File: config.mk
export PLATFORM = sky130hd
export DESIGN_NAME = medidor_hcsr04_flat
export DESIGN_NICKNAME = d
export VERILOG_FILES = /design/src/rtl/medidor_hcsr04_pkg.sv /design/src/rtl/medidor_hcsr04_if.sv /design/src/rtl/medidor_hcsr04_contador_cm_bcd.sv /design/src/rtl/medidor_hcsr04.sv /design/src/flat_wrapper.sv
export SDC_FILE = /design/constraint.sdc
export NUM_CORES = 1
export LEC_CHECK = 0
export ABC_CLOCK_PERIOD_IN_PS = 2400
export BUFFER_PORTS_ARGS = -buffer_cell sky130_fd_sc_hd__buf_2
export CORE_MARGIN = 2
export CORE_UTILIZATION = 30
export CTS_CLUSTER_DIAMETER = 150
export DETAILED_ROUTE_END_ITERATION = 12
export PLACE_DENSITY = 0.47
export SYNTH_ARGS = -nofsm -noshare
export SYNTH_HDL_FRONTEND = slang
export SYNTH_SLANG_ARGS = --single-unit
File: constraint.sdc
create_clock -name clock -period 2.4 [get_ports clock]
set_clock_uncertainty 0.2 [all_clocks]
set_input_delay 0.24 -clock clock [delete_from_list [all_inputs] [get_ports clock]]
set_output_delay 0.24 -clock clock [all_outputs]
set_load 0.05 [all_outputs]
File: src/rtl/medidor_hcsr04_pkg.sv
// Shared definitions for the HC-SR04 distance meter: state codes,
// timing defaults and BCD sizing, plus the debug-code helper.
package medidor_hcsr04_pkg;

    // Timing defaults for a 50 MHz clock
    localparam int TRIGGER_CICLOS_DEF = 500;        // 10 us trigger pulse
    localparam int CICLOS_POR_CM_DEF  = 2941;       // 58.82 us of echo per cm
    localparam int TIMEOUT_CICLOS_DEF = 1_500_000;  // 30 ms echo wait / echo width limit

    // Result format: three BCD digits {hundreds, tens, units}
    localparam int BCD_DIGITO_W = 4;
    localparam int MEDIDA_W     = 3 * BCD_DIGITO_W;

    // Encoded so that the state code is directly the debug code
    typedef enum logic [3:0] {
        INICIAL       = 4'd0,
        PREPARACAO    = 4'd1,
        ENVIA_TRIGGER = 4'd2,
        ESPERA_ECHO   = 4'd3,
        MEDE          = 4'd4,
        ARMAZENA      = 4'd5,
        FINAL_MEDIDA  = 4'd6,
        ERRO_ST       = 4'd7
    } estado_t;

    // Debug code for a state; any code outside the defined set reads as F
    function automatic logic [3:0] codigo_debug(estado_t e);
        case (e)
            INICIAL, PREPARACAO, ENVIA_TRIGGER, ESPERA_ECHO,
            MEDE, ARMAZENA, FINAL_MEDIDA, ERRO_ST: codigo_debug = e;
            default:                               codigo_debug = 4'hF;
        endcase
    endfunction

endpackage

File: src/rtl/medidor_hcsr04_if.sv
// Signal bundle between the sonar control unit / sensor side and the meter.
//
// Handshake: the controller raises medir; it is only looked at while the
// meter is idle (db_estado == 0), so holding it high merely starts the next
// measurement once the current one is over. The meter answers every accepted
// request with exactly one single-cycle pronto. On that cycle medida holds the
// result (unchanged from before if erro is 1) and it stays valid until the
// next result is stored; erro stays valid until the next request is accepted.
interface medidor_hcsr04_if;
    import medidor_hcsr04_pkg::*;

    logic                medir;
    logic                echo;
    logic                trigger;
    logic [MEDIDA_W-1:0] medida;
    logic                pronto;
    logic                erro;
    logic [3:0]          db_estado;

    // Controller / sensor side
    modport master (
        output medir,
        output echo,
        input  trigger,
        input  medida,
        input  pronto,
        input  erro,
        input  db_estado
    );

    // Meter side
    modport slave (
        input  medir,
        input  echo,
        output trigger,
        output medida,
        output pronto,
        output erro,
        output db_estado
    );

endinterface

File: src/rtl/medidor_hcsr04_contador_cm_bcd.sv
// Three-digit BCD centimetre counter. Clears on zera, advances by one on
// conta and sticks at 999 instead of wrapping.
module contador_cm_bcd
    import medidor_hcsr04_pkg::*;
(
    input  logic                clock,
    input  logic                reset,
    input  logic                zera,
    input  logic                conta,
    output logic [MEDIDA_W-1:0] valor,
    output logic                fim_saturado
);

    logic [BCD_DIGITO_W-1:0] unidades;
    logic [BCD_DIGITO_W-1:0] dezenas;
    logic [BCD_DIGITO_W-1:0] centenas;

    assign valor        = {centenas, dezenas, unidades};
    assign fim_saturado = (centenas == 4'd9) && (dezenas == 4'd9) && (unidades == 4'd9);

    // Digit registers with decimal carry from units to tens to hundreds
    always_ff @(posedge clock or posedge reset) begin
        if (reset) begin
            unidades <= '0;
            dezenas  <= '0;
            centenas <= '0;
        end else if (zera) begin
            unidades <= '0;
            dezenas  <= '0;
            centenas <= '0;
        end else if (conta && !fim_saturado) begin
            if (unidades != 4'd9) begin
                unidades <= unidades + 1'b1;
            end else begin
                unidades <= '0;
                if (dezenas != 4'd9) begin
                    dezenas <= dezenas + 1'b1;
                end else begin
                    dezenas  <= '0;
                    centenas <= centenas + 1'b1;
                end
            end
        end
    end

endmodule

File: src/rtl/medidor_hcsr04.sv
// HC-SR04 driver: issues the trigger pulse on request, times the echo pulse
// and converts its width to centimetres (rounded to nearest) in BCD.
module medidor_hcsr04
    import medidor_hcsr04_pkg::*;
#(
    parameter int TRIGGER_CICLOS = TRIGGER_CICLOS_DEF,
    parameter int CICLOS_POR_CM  = CICLOS_POR_CM_DEF,
    parameter int TIMEOUT_CICLOS = TIMEOUT_CICLOS_DEF
) (
    input  logic              clock,
    input  logic              reset,
    medidor_hcsr04_if.slave   bus
);

    localparam int TRIG_W = (TRIGGER_CICLOS > 1) ? $clog2(TRIGGER_CICLOS) : 1;
    localparam int TICK_W = (CICLOS_POR_CM  > 1) ? $clog2(CICLOS_POR_CM)  : 1;
    localparam int TO_W   = (TIMEOUT_CICLOS > 1) ? $clog2(TIMEOUT_CICLOS) : 1;

    localparam logic [TRIG_W-1:0] TRIG_MAX = TRIG_W'(TRIGGER_CICLOS - 1);
    localparam logic [TICK_W-1:0] TICK_MAX = TICK_W'(CICLOS_POR_CM - 1);
    // Starting the sub-centimetre phase at half a centimetre turns the
    // truncating count into round-to-nearest.
    localparam logic [TICK_W-1:0] TICK_INI = TICK_W'(CICLOS_POR_CM / 2);
    localparam logic [TO_W-1:0]   TO_MAX   = TO_W'(TIMEOUT_CICLOS - 1);

    estado_t             estado;
    logic [TRIG_W-1:0]   trig_cnt;
    logic [TICK_W-1:0]   tick;
    logic [TO_W-1:0]     to_cnt;

    logic                echo_meta;
    logic                echo_sync;
    logic                echo_prev;
    logic                echo_borda;

    logic [MEDIDA_W-1:0] cm_valor;
    logic                cm_saturado;
    logic                ciclo_alto;
    logic                conta_cm;
    logic                zera_cm;

    // Two-flop synchroniser for the asynchronous echo pin, plus one more
    // stage so a rising edge can be recognised
    always_ff @(posedge clock or posedge reset) begin
        if (reset) begin
            echo_meta <= 1'b0;
            echo_sync <= 1'b0;
            echo_prev <= 1'b0;
        end else begin
            echo_meta <= bus.echo;
            echo_sync <= echo_meta;
            echo_prev <= echo_sync;
        end
    end

    assign echo_borda = echo_sync && !echo_prev;

    // A cycle of echo width that contributes to the distance: the edge cycle
    // in espera_echo and every further high cycle in mede short of the limit
    assign ciclo_alto = ((estado == ESPERA_ECHO) && echo_borda) ||
                        ((estado == MEDE) && echo_sync && (to_cnt != TO_MAX));
    assign conta_cm   = ciclo_alto && (tick == TICK_MAX) && !cm_saturado;
    assign zera_cm    = (estado == PREPARACAO);

    contador_cm_bcd u_contador_cm (
        .clock        (clock),
        .reset        (reset),
        .zera         (zera_cm),
        .conta        (conta_cm),
        .valor        (cm_valor),
        .fim_saturado (cm_saturado)
    );

    // Measurement sequencer with registered trigger/medida/pronto/erro and
    // the trigger, timeout and sub-centimetre counters
    always_ff @(posedge clock or posedge reset) begin
        if (reset) begin
            estado   <= INICIAL;
            bus.trigger <= 1'b0;
            bus.medida  <= '0;
            bus.pronto  <= 1'b0;
            bus.erro    <= 1'b0;
            trig_cnt <= '0;
            tick     <= '0;
            to_cnt   <= '0;
        end else begin
            bus.pronto <= 1'b0;

            if (ciclo_alto) begin
                tick <= (tick == TICK_MAX) ? '0 : tick + 1'b1;
            end

            case (estado)
                INICIAL: begin
                    if (bus.medir) begin
                        estado <= PREPARACAO;
                    end
                end

                PREPARACAO: begin
                    trig_cnt    <= '0;
                    to_cnt      <= '0;
                    tick        <= TICK_INI;
                    bus.erro    <= 1'b0;
                    bus.trigger <= 1'b1;
                    estado      <= ENVIA_TRIGGER;
                end

                ENVIA_TRIGGER: begin
                    if (trig_cnt == TRIG_MAX) begin
                        bus.trigger <= 1'b0;
                        estado      <= ESPERA_ECHO;
                    end else begin
                        trig_cnt <= trig_cnt + 1'b1;
                    end
                end

                ESPERA_ECHO: begin
                    if (echo_borda) begin
                        // The edge cycle is the first high cycle of the echo
                        to_cnt <= TO_W'(1);
                        estado <= MEDE;
                    end else if (to_cnt == TO_MAX) begin
                        // erro is raised together with pronto so the
                        // controller sees the reason on the completion cycle
                        bus.erro   <= 1'b1;
                        bus.pronto <= 1'b1;
                        estado     <= ERRO_ST;
                    end else begin
                        to_cnt <= to_cnt + 1'b1;
                    end
                end

                MEDE: begin
                    if (!echo_sync) begin
                        estado <= ARMAZENA;
                    end else if (to_cnt == TO_MAX) begin
                        bus.erro   <= 1'b1;
                        bus.pronto <= 1'b1;
                        estado     <= ERRO_ST;
                    end else begin
                        to_cnt <= to_cnt + 1'b1;
                    end
                end

                ARMAZENA: begin
                    bus.medida <= cm_valor;
                    bus.pronto <= 1'b1;
                    estado     <= FINAL_MEDIDA;
                end

                FINAL_MEDIDA: begin
                    estado <= INICIAL;
                end

                ERRO_ST: begin
                    estado <= INICIAL;
                end

                default: begin
                    estado <= INICIAL;
                end
            endcase
        end
    end

    assign bus.db_estado = codigo_debug(estado);

endmodule

File: src/flat_wrapper.sv
// flat-port wrapper written by rule: the top's interface ports become plain ports
module medidor_hcsr04_flat import medidor_hcsr04_pkg::*;
#(
    parameter int TRIGGER_CICLOS = TRIGGER_CICLOS_DEF,
    parameter int CICLOS_POR_CM  = CICLOS_POR_CM_DEF,
    parameter int TIMEOUT_CICLOS = TIMEOUT_CICLOS_DEF
)
  (clock, reset, bus_medir, bus_echo, bus_trigger, bus_medida, bus_pronto, bus_erro, bus_db_estado);
  medidor_hcsr04_if bus_i ();
  input  logic clock;
  input  logic reset;
  input wire logic [$bits(bus_i.medir)-1:0] bus_medir;
  input wire logic [$bits(bus_i.echo)-1:0] bus_echo;
  output wire logic [$bits(bus_i.trigger)-1:0] bus_trigger;
  output wire logic [$bits(bus_i.medida)-1:0] bus_medida;
  output wire logic [$bits(bus_i.pronto)-1:0] bus_pronto;
  output wire logic [$bits(bus_i.erro)-1:0] bus_erro;
  output wire logic [$bits(bus_i.db_estado)-1:0] bus_db_estado;
  assign bus_i.medir = bus_medir;
  assign bus_i.echo = bus_echo;
  assign bus_trigger = bus_i.trigger;
  assign bus_medida = bus_i.medida;
  assign bus_pronto = bus_i.pronto;
  assign bus_erro = bus_i.erro;
  assign bus_db_estado = bus_i.db_estado;
  medidor_hcsr04 #(.TRIGGER_CICLOS(TRIGGER_CICLOS), .CICLOS_POR_CM(CICLOS_POR_CM), .TIMEOUT_CICLOS(TIMEOUT_CICLOS)) u_core (.clock(clock), .reset(reset), .bus(bus_i));
endmodule
==> impl_metrics.ini <==
[setup_path]
critical_path_class = flop to flop
rr_startpoint = u_core.estado[2]
worstSetupEndpointType = flop
cp.arrival_ns = 2.39
cp.required_ns = 2.45
r2r_setup_slack_ns = 0.06
cp-start-kind = flop
r2r_cells = 6
reg2reg_to = u_core.u_contador_cm.unidades[1]
worst-path-max-fanout = 30

[floorplan]
ios = 23
die_x_um = 121
die_area_um2 = 14600
core-area_um2 = 13200
die_h_um = 121
start_util = 0.308
num_rows = 42

[worst_hold_path]
holdPathEnd = u_core.echo_sync
whs_path_depth = 0
hold_path_class = flop to flop
hp-start = u_core.echo_meta

[place]
dpl.cell_count = 629
dp_hpwl_mm = 6.82
dpl-instance-area_um2 = 4600
port_buffers = 22
place.gp.congestion = 0.808
dp_slack_ns = 0.104

[sta]
rsz0062_at_grt = true
hold_viol_final = 0
finalSetupViolCount = 0
finalSetupTns_ns = 0
drv_slew = 0
period_share = 0.976
fmax_mhz = 427
fin_crit_ns = 2.34
setup_slack_ns = 0.0578
whs_ns = 0.149

[finish]
stdcell_count = 649
mostFrequentLayoutCells = 76 x dfrtp_1, 37 x nor2_1, 33 x buf_4, 27 x nand3_1, 26 x nand2_1
fin_util = 0.370
layout_commonest_cell = dfrtp_1
nNetsFinal = 482
multiInputGateArea_um2 = 2070
design_area_um2 = 4910
ff_latch_area_um2 = 1900
fillers = 1402
drive_gt1_frac = 0.216
n_antenna_cell = 0
areaGrowthSynthToFinish_pct = 20.2

[pwr]
powerDensity_nw_per_um2 = 550
p_leak_nw = 2.16
finalPower_mw = 2.70
ir_worst_vdd_mv = 0.271

[yosys]
synth_flop_cell = dfrtp_1
syn_avg_cell_area_um2 = 9.77
ys_seq_area_frac = 0.466
async_reset_ff_frac = 1.00
yosysTopAreaCell = dfrtp_1
syn-num-nets = 432
synth_area_leaders = dfrtp_1 47%, mux2_2 3.6%, nor2_1 3.4%
syn-instance-count = 418
yosysWarnings = 0
synth_seq_cells = 76
synth-edff-count = 0
syn_area_um2 = 4080
yosysTopAreaCellShare = 0.466
yosysUniqueCellTypes = 58

[route]
drt_pre_antenna_iters = 4
ant_nets = 0
route.detailed.drc = 0
wl_mm = 9.72
num_vias = 3385
viasPerCell = 5.22
wl_per_cell_um = 15.0
drt-initial-drc-count = 168

[grt]
grt_max_degree = 41
overflow = 0
grt_pass1_wl_mm = 16.7
grt_pass1_vias = 3311
grt.total_usage = 0.145
grt_antenna_before_repair = 0

[clock_network]
clk_path_buf_depth = 2
clkSinkCount = 76
insertion_delay_ns = 0.33
cts_made_buffers = 9
cts-root-buf = clkbuf_16
clk_pin_slew_ns = 0.06
ctsHtreeMaxLevel = 3
cts_tree = yes

[status]
status = finished clean

[flow_run]
maxCapViolCount = 0
[timing repair]
action,4_1_cts,5_1_grt
endpoints found under the hold margin,23,0
setup endpoints to repair,0,5
resized for setup,0,2
buffers inserted,0,2
hold buffers,2,0
[final cells by class]
class	count	area share
clock inverter	2	0.00204
clock buffer	14	0.0518
inverter	9	0.00714
tap	176	0.0449
multi-input combinational	313	0.421
timing repair buffer	59	0.0852
sequential	76	0.388
[cell families after synthesis]
group	count (synthesis)	synth area share
simple gates	183	0.252
compound gates	89	0.146
flops	76	0.466
buf+inv	29	0.0322
xor+xnor	15	0.0322
mux	15	0.0408
fa+ha+maj	10	0.0306
other cells	1	0.000919
[cell usage after synthesis (all sizes together), types with 10 or more instances]
cell    number
dfrtp       76
nor2        37
nand3       27
o21ai       27
nand2       26
a21oi       21
nand4       14
mux2        13
or4         13
clkbuf      12
ha          10
or3         10
xor2        10
[report_power, final]
group / internal [mW] / switching (mW) / total [mW]
registers: 1.30 / 0.0156 / 1.31
clock network: 0.726 / 0.491 / 1.22
logic: 0.0554 / 0.112 / 0.167
[registers in the layout, summed over array words and instances, names as in the netlist]
| register | cells |
|---|---|
| u_core.u_contador_cm.dezenas | 4 |
| u_core.u_contador_cm.unidades | 4 |
| u_core.trig_cnt | 9 |
| u_core.echo_sync | 1 |
| u_core.bus.medida | 12 |
| u_core.estado | 4 |
| u_core.bus.trigger | 1 |
| u_core.bus.erro | 1 |
| u_core.bus.pronto | 1 |
| u_core.u_contador_cm.centenas | 4 |
| u_core.echo_meta | 1 |
| u_core.echo_prev | 1 |
| u_core.to_cnt | 21 |
| u_core.tick | 12 |
[how the worst max path moves through the flow]
stage	cells after the start	startpoint	to
finish	6	u_core.estado[2]	u_core.u_contador_cm.unidades[1]
global route	6	u_core.tick[1]	u_core.u_contador_cm.unidades[1]
CTS	6	u_core.estado[1]	u_core.u_contador_cm.unidades[1]
detailed placement	5	u_core.estado[1]	u_core.tick[7]
global placement	6	u_core.estado[1]	u_core.u_contador_cm.unidades[3]
floorplan	1	reset	u_core.bus.erro
[per-layer routing]
| layer | vias up | GRT usage | wire length, µm |
|---|---|---|---|
| li1 | 1648 | - | - |
| met5 | - | 0 | 0 |
| met4 | 0 | 0.0538 | 209 |
| met3 | 13 | 0.0340 | 242 |
| met1 | 1681 | 0.196 | 4750 |
| met2 | 43 | 0.225 | 4520 |
[worst max-delay path, stage by stage, from the launching register on]
cell	delay, ns
dfrtp_1	0.46
or3b_4	0.42
a21oi_4	0.21
o21ai_2	0.11
buf_12	0.17
or4_1	0.50
a21oi_1	0.18
Note: power is estimated with default switching activity, not from simulation.
